**src/rtl/uart_rx_fifo_pkg.sv**
```systemverilog
// Shared UART receive-side constants and capture FSM state encodings.
package uart_rx_fifo_pkg;

    localparam int unsigned DATA_W        = 8;
    localparam int unsigned DEFAULT_DEPTH = 16;

    typedef enum logic [1:0] {
        RXF_IDLE     = 2'd0,
        RXF_CAPTURE  = 2'd1,
        RXF_ACK      = 2'd2,
        RXF_WAIT_CLR = 2'd3
    } rxf_state_e;

endpackage

```
**src/rtl/uart_rx_fifo_sync_fifo.sv**
```systemverilog
// Single-clock first-word-fall-through FIFO; a pop frees space for a same-cycle push.
module uart_rx_fifo_sync_fifo
    import uart_rx_fifo_pkg::*;
#(
    parameter int unsigned DEPTH = DEFAULT_DEPTH,
    parameter int unsigned AW    = 4,
    parameter int unsigned DW    = DATA_W
) (
    input  logic          clk,
    input  logic          rst_n,
    input  logic          push,
    input  logic          pop,
    input  logic [DW-1:0] din,
    output logic [DW-1:0] dout,
    output logic          empty,
    output logic          full,
    output logic [AW:0]   count,
    output logic [AW:0]   count_nxt_c,
    output logic          push_ok_c
);

    logic [DW-1:0] mem [DEPTH];
    logic [AW-1:0] wr_ptr;
    logic [AW-1:0] rd_ptr;
    logic          pop_ok_c;

    // Pop is evaluated first so a full FIFO can accept a coincident push.
    always_comb begin
        pop_ok_c    = pop && !empty;
        push_ok_c   = push && (!full || pop_ok_c);
        count_nxt_c = count;
        if (push_ok_c && !pop_ok_c) begin
            count_nxt_c = count + (AW+1)'(1);
        end else if (!push_ok_c && pop_ok_c) begin
            count_nxt_c = count - (AW+1)'(1);
        end
    end

    always_ff @(posedge clk or negedge rst_n) begin
        if (!rst_n) begin
            wr_ptr <= '0;
            rd_ptr <= '0;
            count  <= '0;
            empty  <= 1'b1;
            full   <= 1'b0;
        end else begin
            if (push_ok_c) begin
                wr_ptr <= wr_ptr + AW'(1);
            end
            if (pop_ok_c) begin
                rd_ptr <= rd_ptr + AW'(1);
            end
            count <= count_nxt_c;
            empty <= (count_nxt_c == '0);
            full  <= (count_nxt_c == (AW+1)'(DEPTH));
        end
    end

    // Storage is not reset; contents are meaningless until written.
    always_ff @(posedge clk) begin
        if (push_ok_c) begin
            mem[wr_ptr] <= din;
        end
    end

    assign dout = mem[rd_ptr];

endmodule

```
**src/rtl/uart_rx_fifo.sv**
```systemverilog
// Receive-byte buffer: synchronizes rs, captures and acknowledges each byte,
// queues it for the CPU, and reports threshold/overrun interrupts.
module uart_rx_fifo
    import uart_rx_fifo_pkg::*;
#(
    parameter int unsigned DEPTH  = DEFAULT_DEPTH,
    parameter int unsigned AW     = 4,
    parameter int unsigned THRESH = 1
) (
    input  logic              clk,
    input  logic              rst_n,
    input  logic [DATA_W-1:0] rx_data,
    input  logic              rx_rs,
    output logic              rx_over_read,
    input  logic              rd_en,
    output logic [DATA_W-1:0] rd_data,
    output logic              empty,
    output logic              full,
    output logic [AW:0]       count,
    output logic              overrun,
    input  logic              clr_overrun,
    output logic              irq
);

    rxf_state_e  state;
    rxf_state_e  state_nxt;
    logic        rs_meta;
    logic        rs_s;
    logic        fifo_push_c;
    logic        push_ok_c;
    logic [AW:0] count_nxt_c;
    logic        over_read_nxt_c;
    logic        drop_c;
    logic        overrun_nxt_c;
    logic        irq_nxt_c;

    // rs comes from a derived-clock flop, so resynchronize before use.
    always_ff @(posedge clk or negedge rst_n) begin
        if (!rst_n) begin
            rs_meta <= 1'b0;
            rs_s    <= 1'b0;
        end else begin
            rs_meta <= rx_rs;
            rs_s    <= rs_meta;
        end
    end

    always_ff @(posedge clk or negedge rst_n) begin
        if (!rst_n) begin
            state        <= RXF_IDLE;
            rx_over_read <= 1'b0;
            overrun      <= 1'b0;
            irq          <= 1'b0;
        end else begin
            state        <= state_nxt;
            rx_over_read <= over_read_nxt_c;
            overrun      <= overrun_nxt_c;
            irq          <= irq_nxt_c;
        end
    end

    // WAIT_CLR holds off until rs drops so one byte is never captured twice.
    always_comb begin
        state_nxt       = state;
        fifo_push_c     = 1'b0;
        over_read_nxt_c = 1'b0;
        case (state)
            RXF_IDLE: begin
                if (rs_s) begin
                    state_nxt = RXF_CAPTURE;
                end
            end
            RXF_CAPTURE: begin
                fifo_push_c = 1'b1;
                state_nxt   = RXF_ACK;
            end
            RXF_ACK: begin
                state_nxt = RXF_WAIT_CLR;
            end
            RXF_WAIT_CLR: begin
                if (!rs_s) begin
                    state_nxt = RXF_IDLE;
                end
            end
            default: begin
                state_nxt = RXF_IDLE;
            end
        endcase
        over_read_nxt_c = (state_nxt == RXF_ACK);
    end

    // A drop sets overrun even when a clear arrives in the same cycle.
    always_comb begin
        drop_c        = fifo_push_c && !push_ok_c;
        overrun_nxt_c = drop_c || (overrun && !clr_overrun);
        irq_nxt_c     = (count_nxt_c >= (AW+1)'(THRESH)) || overrun_nxt_c;
    end

    uart_rx_fifo_sync_fifo #(
        .DEPTH (DEPTH),
        .AW    (AW),
        .DW    (DATA_W)
    ) u_fifo (
        .clk         (clk),
        .rst_n       (rst_n),
        .push        (fifo_push_c),
        .pop         (rd_en),
        .din         (rx_data),
        .dout        (rd_data),
        .empty       (empty),
        .full        (full),
        .count       (count),
        .count_nxt_c (count_nxt_c),
        .push_ok_c   (push_ok_c)
    );

endmodule

```
**config.mk**
```make
export PLATFORM = sky130hd
export DESIGN_NAME = uart_rx_fifo
export DESIGN_NICKNAME = d
export VERILOG_FILES = /design/src/rtl/uart_rx_fifo_pkg.sv /design/src/rtl/uart_rx_fifo_sync_fifo.sv /design/src/rtl/uart_rx_fifo.sv
export SDC_FILE = /design/constraint.sdc
export NUM_CORES = 1
export LEC_CHECK = 0
export BUFFER_PORTS_ARGS = -buffer_cell sky130_fd_sc_hd__buf_2
export CAP_MARGIN = 20
export CORE_MARGIN = 2
export CORE_UTILIZATION = 55
export CTS_BUF_LIST = sky130_fd_sc_hd__clkbuf_4 sky130_fd_sc_hd__clkbuf_8
export CTS_CLUSTER_DIAMETER = 40
export DETAILED_ROUTE_END_ITERATION = 7
export PLACE_DENSITY = 0.75
export SYNTH_ARGS = -nofsm -noshare
export SYNTH_HDL_FRONTEND = slang
export SYNTH_SLANG_ARGS = --single-unit
```
**constraint.sdc**
```tcl
create_clock -name clk -period 4.65 [get_ports clk]
set_input_delay 0.2325 -clock clk [delete_from_list [all_inputs] [get_ports clk]]
set_output_delay 0.2325 -clock clk [all_outputs]
set_load 0.005 [all_outputs]
```
### Word-level counts from Yosys, hierarchy flattened

Memory sizes are Yosys's and may differ from the RTL's.
Cells that the tools add are included.
Widths: inputs -> output; s select.

| word-level totals | value |
|---|---|
| register bits | 22 |
| latch bits | 0 |
| bits in writable memories | 128 |
| bits in read-only memories | 0 |
| input bits | 13 |
| logic and storage cells | 46 |
| memories | 1 |

Memory list:

| memory | depth | bits a word | read ports | clocked after memory_dff | write ports | line | RTL |
|---|---|---|---|---|---|---|---|
| u_fifo.mem | 16 | 8 | 1 | 0 | 1 | uart_rx_fifo_sync_fifo.sv:22 | `logic [DW-1:0] mem [DEPTH];` |

| cells by class | value |
|---|---|
| add/subtract/negate cells | 4 |
| multipliers | 0 |
| divide/modulo/power cells | 0 |
| order comparisons | 1 |
| equal/unequal tests | 5 |
| shift operators | 0 |
| multiplexer cells | 8 |
| bitwise operators | 0 |
| reduce and logical (&&, ||, !) cells | 16 |

Operators with widths:

| kind | count |
|---|---|
| $mux 5 | 2 |
| $add 4x1->4 const B | 2 |
| $pmux 2 s4 | 1 |
| $eq 2x2->1 const B | 3 |
| $logic_and 1x1->1 | 6 |
| $add 5x1->5 const B | 1 |
| $eq 5x5->1 const B | 1 |
| $ge 5x1->1 const B | 1 |
| $logic_not 1->1 | 5 |
| $logic_not 5->1 | 1 |
| $sub 5x1->5 const B | 1 |
| $mux 2 | 2 |
| $logic_or 1x1->1 | 3 |
| $mux 1 | 3 |
| $eq 2x1->1 const B | 1 |
| $logic_not 2->1 | 1 |

### Depth between registers and ports, before layout

| depth | value |
|---|---|
| depth in word-level cells | 10 |
| mapped depth | 7 |

### By module

From an unflattened synthesis, not the netlist that was laid out.

| unflattened totals | value |
|---|---|
| cells, all modules | 312 |
| area, all modules | 5980.7 µm² |

Modules (own cells, without submodules):

| module | times used | cells each | area an instance (µm²) | sequential area each (µm²) |
|---|---|---|---|---|
| uart_rx_fifo_sync_fifo | 1 | 294 | 5730.5 | 4220.3 |
| uart_rx_fifo | 1 | 18 | 250.2 | 175.2 |

### Least setup slack after synthesis

No wires, ideal clock.

| timing | value |
|---|---|
| kind | reg2out |
| from | register u_fifo.rd_ptr[0] |
| to | output port rd_data[0] |
| data arrival time | 1964 ps |
| data required time | 4418 ps |
| slack | 2454 ps |
| cell stages (with the launch flop) | 5 |
| buffers on the path | 2 |
| path through | dfrtp_1 > clkbuf_1 > buf_2 > mux4_2 > mux4_2 |

| between the ends | value |
|---|---|
| cells in the longest elaborated chain, start to end | 1 |

RTL lines:

| item | line | RTL |
|---|---|---|
| start, declared | uart_rx_fifo_sync_fifo.sv:24 | `logic [AW-1:0] rd_ptr;` |
| start signal, assigned | uart_rx_fifo_sync_fifo.sv:51 | `rd_ptr <= rd_ptr + AW'(1);` |
| $mem_v2 16x8 | - |  |
| end, declared | uart_rx_fifo.sv:16 | `output logic [DATA_W-1:0] rd_data,` |

Every way passes these cells.

### Final worst setup path

| timing | value |
|---|---|
| from | register u_fifo.rd_ptr[0] |
| to | output port rd_data[3] |

The elaborated chain is that of the path after synthesis.

==> summary.md <==
| Metric | Value |
|---|---|
| Status | complete, no violations |
| Maximum vdd drop | 229 µV |
| Crit path DAT | 2900 ps |
| FILL cells | 795 |
| Synth Cell Area | 6000 µm² |
| Clock Sinks | 150 |
| Synthesized Nets | 318 |
| Required @ worst endpoint | 4420 ps |
| Pleak | 2.25 nW |
| Post-Synth Simple-Gate Area | 6.36% |
| Final worst path period share | 67.3% |
| R2R cell count | 4 |
| EDFF count, synth | 128 |
| Root Buffer | clkbuf_8 |
| Most common cell in the netlist | edfxtp_1 |
| Top FF cell, synth | edfxtp_1 |
| Pin count of the biggest net entering global routing | 36 |
| Syn. warnings | 0 |
| Die area | 11800 µm² |
| GPL Wtd Cong | 0.754 |
| Setup WS pre-CTS | 1940 ps |
| Max clock buf depth | 2 |
| RSZ-0062 raised after global routing | no |
| Number of max-cap violations | 0 |
| Async set-reset flop share out of synthesis | 14.7% |
| Gate Count Post-Synth | 298 |
| Initial antenna violation count | 1 |
| Cts hold-fix bufs | 2 |
| Multiplexer share of the synthesized area | 15.0% |
| Largest area contributor in the netlist | edfxtp_1 |
| Die height | 108 µm |
| Die Wd | 108 µm |
| Area grow syn2layout | 11.1% |
| Number of diodes | 0 |
| Critical path class | flip-flop to primary output |
| DRC Markers | 0 |
| Peak Freq | 320 MHz |
| Synth unique cells | 39 |
| Clk_skew | 10.2 ps |
| Worst-margin pin slew | 794 ps |
| Register bit total from synthesis | 150 |
| Adder-cell share of the synthesized area | 1.46% |
| Vias | 2932 |
| First-pass GRT wire length | 17.4 mm |
| Resized Gates After CTS | 0 |
| Final HPWL DP | 6.79 mm |
| Placed Cells | 456 |
| CTS tree | done |
| Worst setup margin | 1520 ps |
| Synth area leaders | edfxtp_1, mux4_2, dfrtp_1 |
| GRT Util Overall | 21.2% |
| Fin crit period | 3130 ps |
| # rows | 38 |
| Clock slew at reported path FFs | 80 ps |
| Core Box Area | 10700 µm² |
| Min-Delay Path Class | input pin to flip-flop |
| Final nets | 357 |
| Worst Path Max Fanout | 22 |
| Hold Path Stages | 2 |
| WL final | 11.3 mm |
| Most instantiated cells after synthesis | edfxtp_1, mux4_2, dfrtp_1, and2_1, nand2_1 |
| Rel. slew slack | 47.1% |
| Synth Area in XOR/XNOR | 1.17% |
| Detailed-route wire length per cell | 23.1 µm |
| Layout cells sized above 1 | 30.9% |
| Vias/cell | 6.00 |
| Register area share after synthesis | 73.3% |
| H-tree depth | 4 |
| GRT Residual Overflow | 0 |
| Post-synth top area share | 64.1% |
| Cell Count, Final, Fillers Out | 489 |
| Clock Latency Late Sink | 440 ps |
| Port Buffers | 30 |
| Setup repair bufs after CTS | 0 |
| Fin. Hold Viols | 0 |
| Final slew viol count | 0 |
| Initial Util | 55.8% |
| Final setup fails | 0 |
| I/O pin cnt | 31 |
| CTS buffer count | 17 |
| Post-layout util | 62.0% |
| Crit start category | flip-flop |
| Setup crit end kind | primary output |
| Largest family of logic cells by synthesized area | multiplexers |
| Avg Synthesized Cell Area | 20.1 µm² |
| Vias in the first global route | 2962 |
| Setup TNS after final layout | 0 ps |
| Starting DRT DRC Count | 285 |
| Compound-gate portion of the synthesized area | 1.21% |
| DR pass1 iterations | 4 |
| Power density cells | 559 nW/µm² |
| Antenna-violating nets left | 0 |
[worst max-delay path, stage by stage, from the launching register on]
cell and delay [ps]:
dfrtp_2 850, buf_4 410, mux4_2 550, mux4_2 490
buf_2 150
[flip-flops by register name (all words and copies together), names as in the netlist]
signal         cells
u_fifo.empty       1
state              2
irq                1
u_fifo.count       5
rs_s               1
overrun            1
rx_over_read       1
u_fifo.rd_ptr      4
rs_meta            1
u_fifo.mem       128
u_fifo.full        1
u_fifo.wr_ptr      4
[cell families after synthesis]
family                     count (synthesis)
xor gates and xnor gates                   8
adders and majority gates                  7
AOI/OAI and AO/OA                         12
DFF                                      150
and+or+nand+nor                           61
buffers and inverters                     20
muxes                                     40
[report_power, final]
| part | switching, mW | total, mW | internal, mW |
|---|---|---|---|
| Combinational | 0.425 | 0.989 | 0.564 |
| Sequential | 0.200 | 1.79 | 1.59 |
| Clock | 0.474 | 0.941 | 0.467 |
| Total | 1.10 | 3.72 | 2.62 |
[routing by layer]
layer | track usage, % | vias up | part of all wire [%]
li1 | - | 1281 | -
met1 | 30.8 | 1547 | 45
met2 | 30.5 | 82 | 47
met3 | 7.05 | 20 | 6.4
met4 | 7.69 | 2 | 1.7
met5 | 0 | - | 0.11
[area by class of cell]
cell class,instances,area [µm²],area share [%]
clock buffers,17,234,3.51
clock inverters,14,134,2.01
inverters,6,25.0,0.376
multi-input cells,128,1510,22.7
flip-flops and latches,150,4400,66.0
well taps,140,175,2.63
repair buffers,34,185,2.78
[path summary, 6_finish.rpt]
check / from / to / slack (ps)
worst max-delay path: u_fifo.rd_ptr[0] / rd_data[3] / 1520
min in group asynchronous: rst_n / irq / 290
max in group asynchronous: rst_n / u_fifo.rd_ptr[0] / 4000
worst min register to register: rs_meta / rs_s / 350
worst max register to register: u_fifo.empty / u_fifo.mem[0][5] / 2050
worst min-delay path: clr_overrun / overrun / 8
[placed cells by master, fill, tap and decap left out, types with 2 or more instances in the layout]
cell           synthesis  routed
inv_6                  0       2
dfrtp_1               21      20
clkbuf_8               0      17
and2_1                14      14
edfxtp_1             128     128
nand4_1                2       2
nor2_1                 8       8
mux4_2                40      40
nor4b_1                2       2
bufinv_16              0       2
inv_1                  5       5
nor3b_1                2       2
xnor2_1                8       8
and4_1                 4       4
nand2_1                9       9
dlygate4sd3_1          0       2
buf_2                  5      30
or3_1                  3       3
buf_4                  0       2
ha_1                   7       7
o21ai_0                8       8
clkinvlp_4             0       3
nor3_1                 4       4
clkinv_1               0       4
clkinv_2               0       2
[through the flow]
step	power (mW)	hold WS, ps	cell area [µm²]
final	3.72	7.99	6660
after global routing	3.91	6.80	6660
after CTS	3.75	1.21	6660
after detailed placement	2.82	230	6270
after global placement	2.78	215	6270
after floorplan	2.52	-63.1	6000
Power figures use the tool's default switching activity.
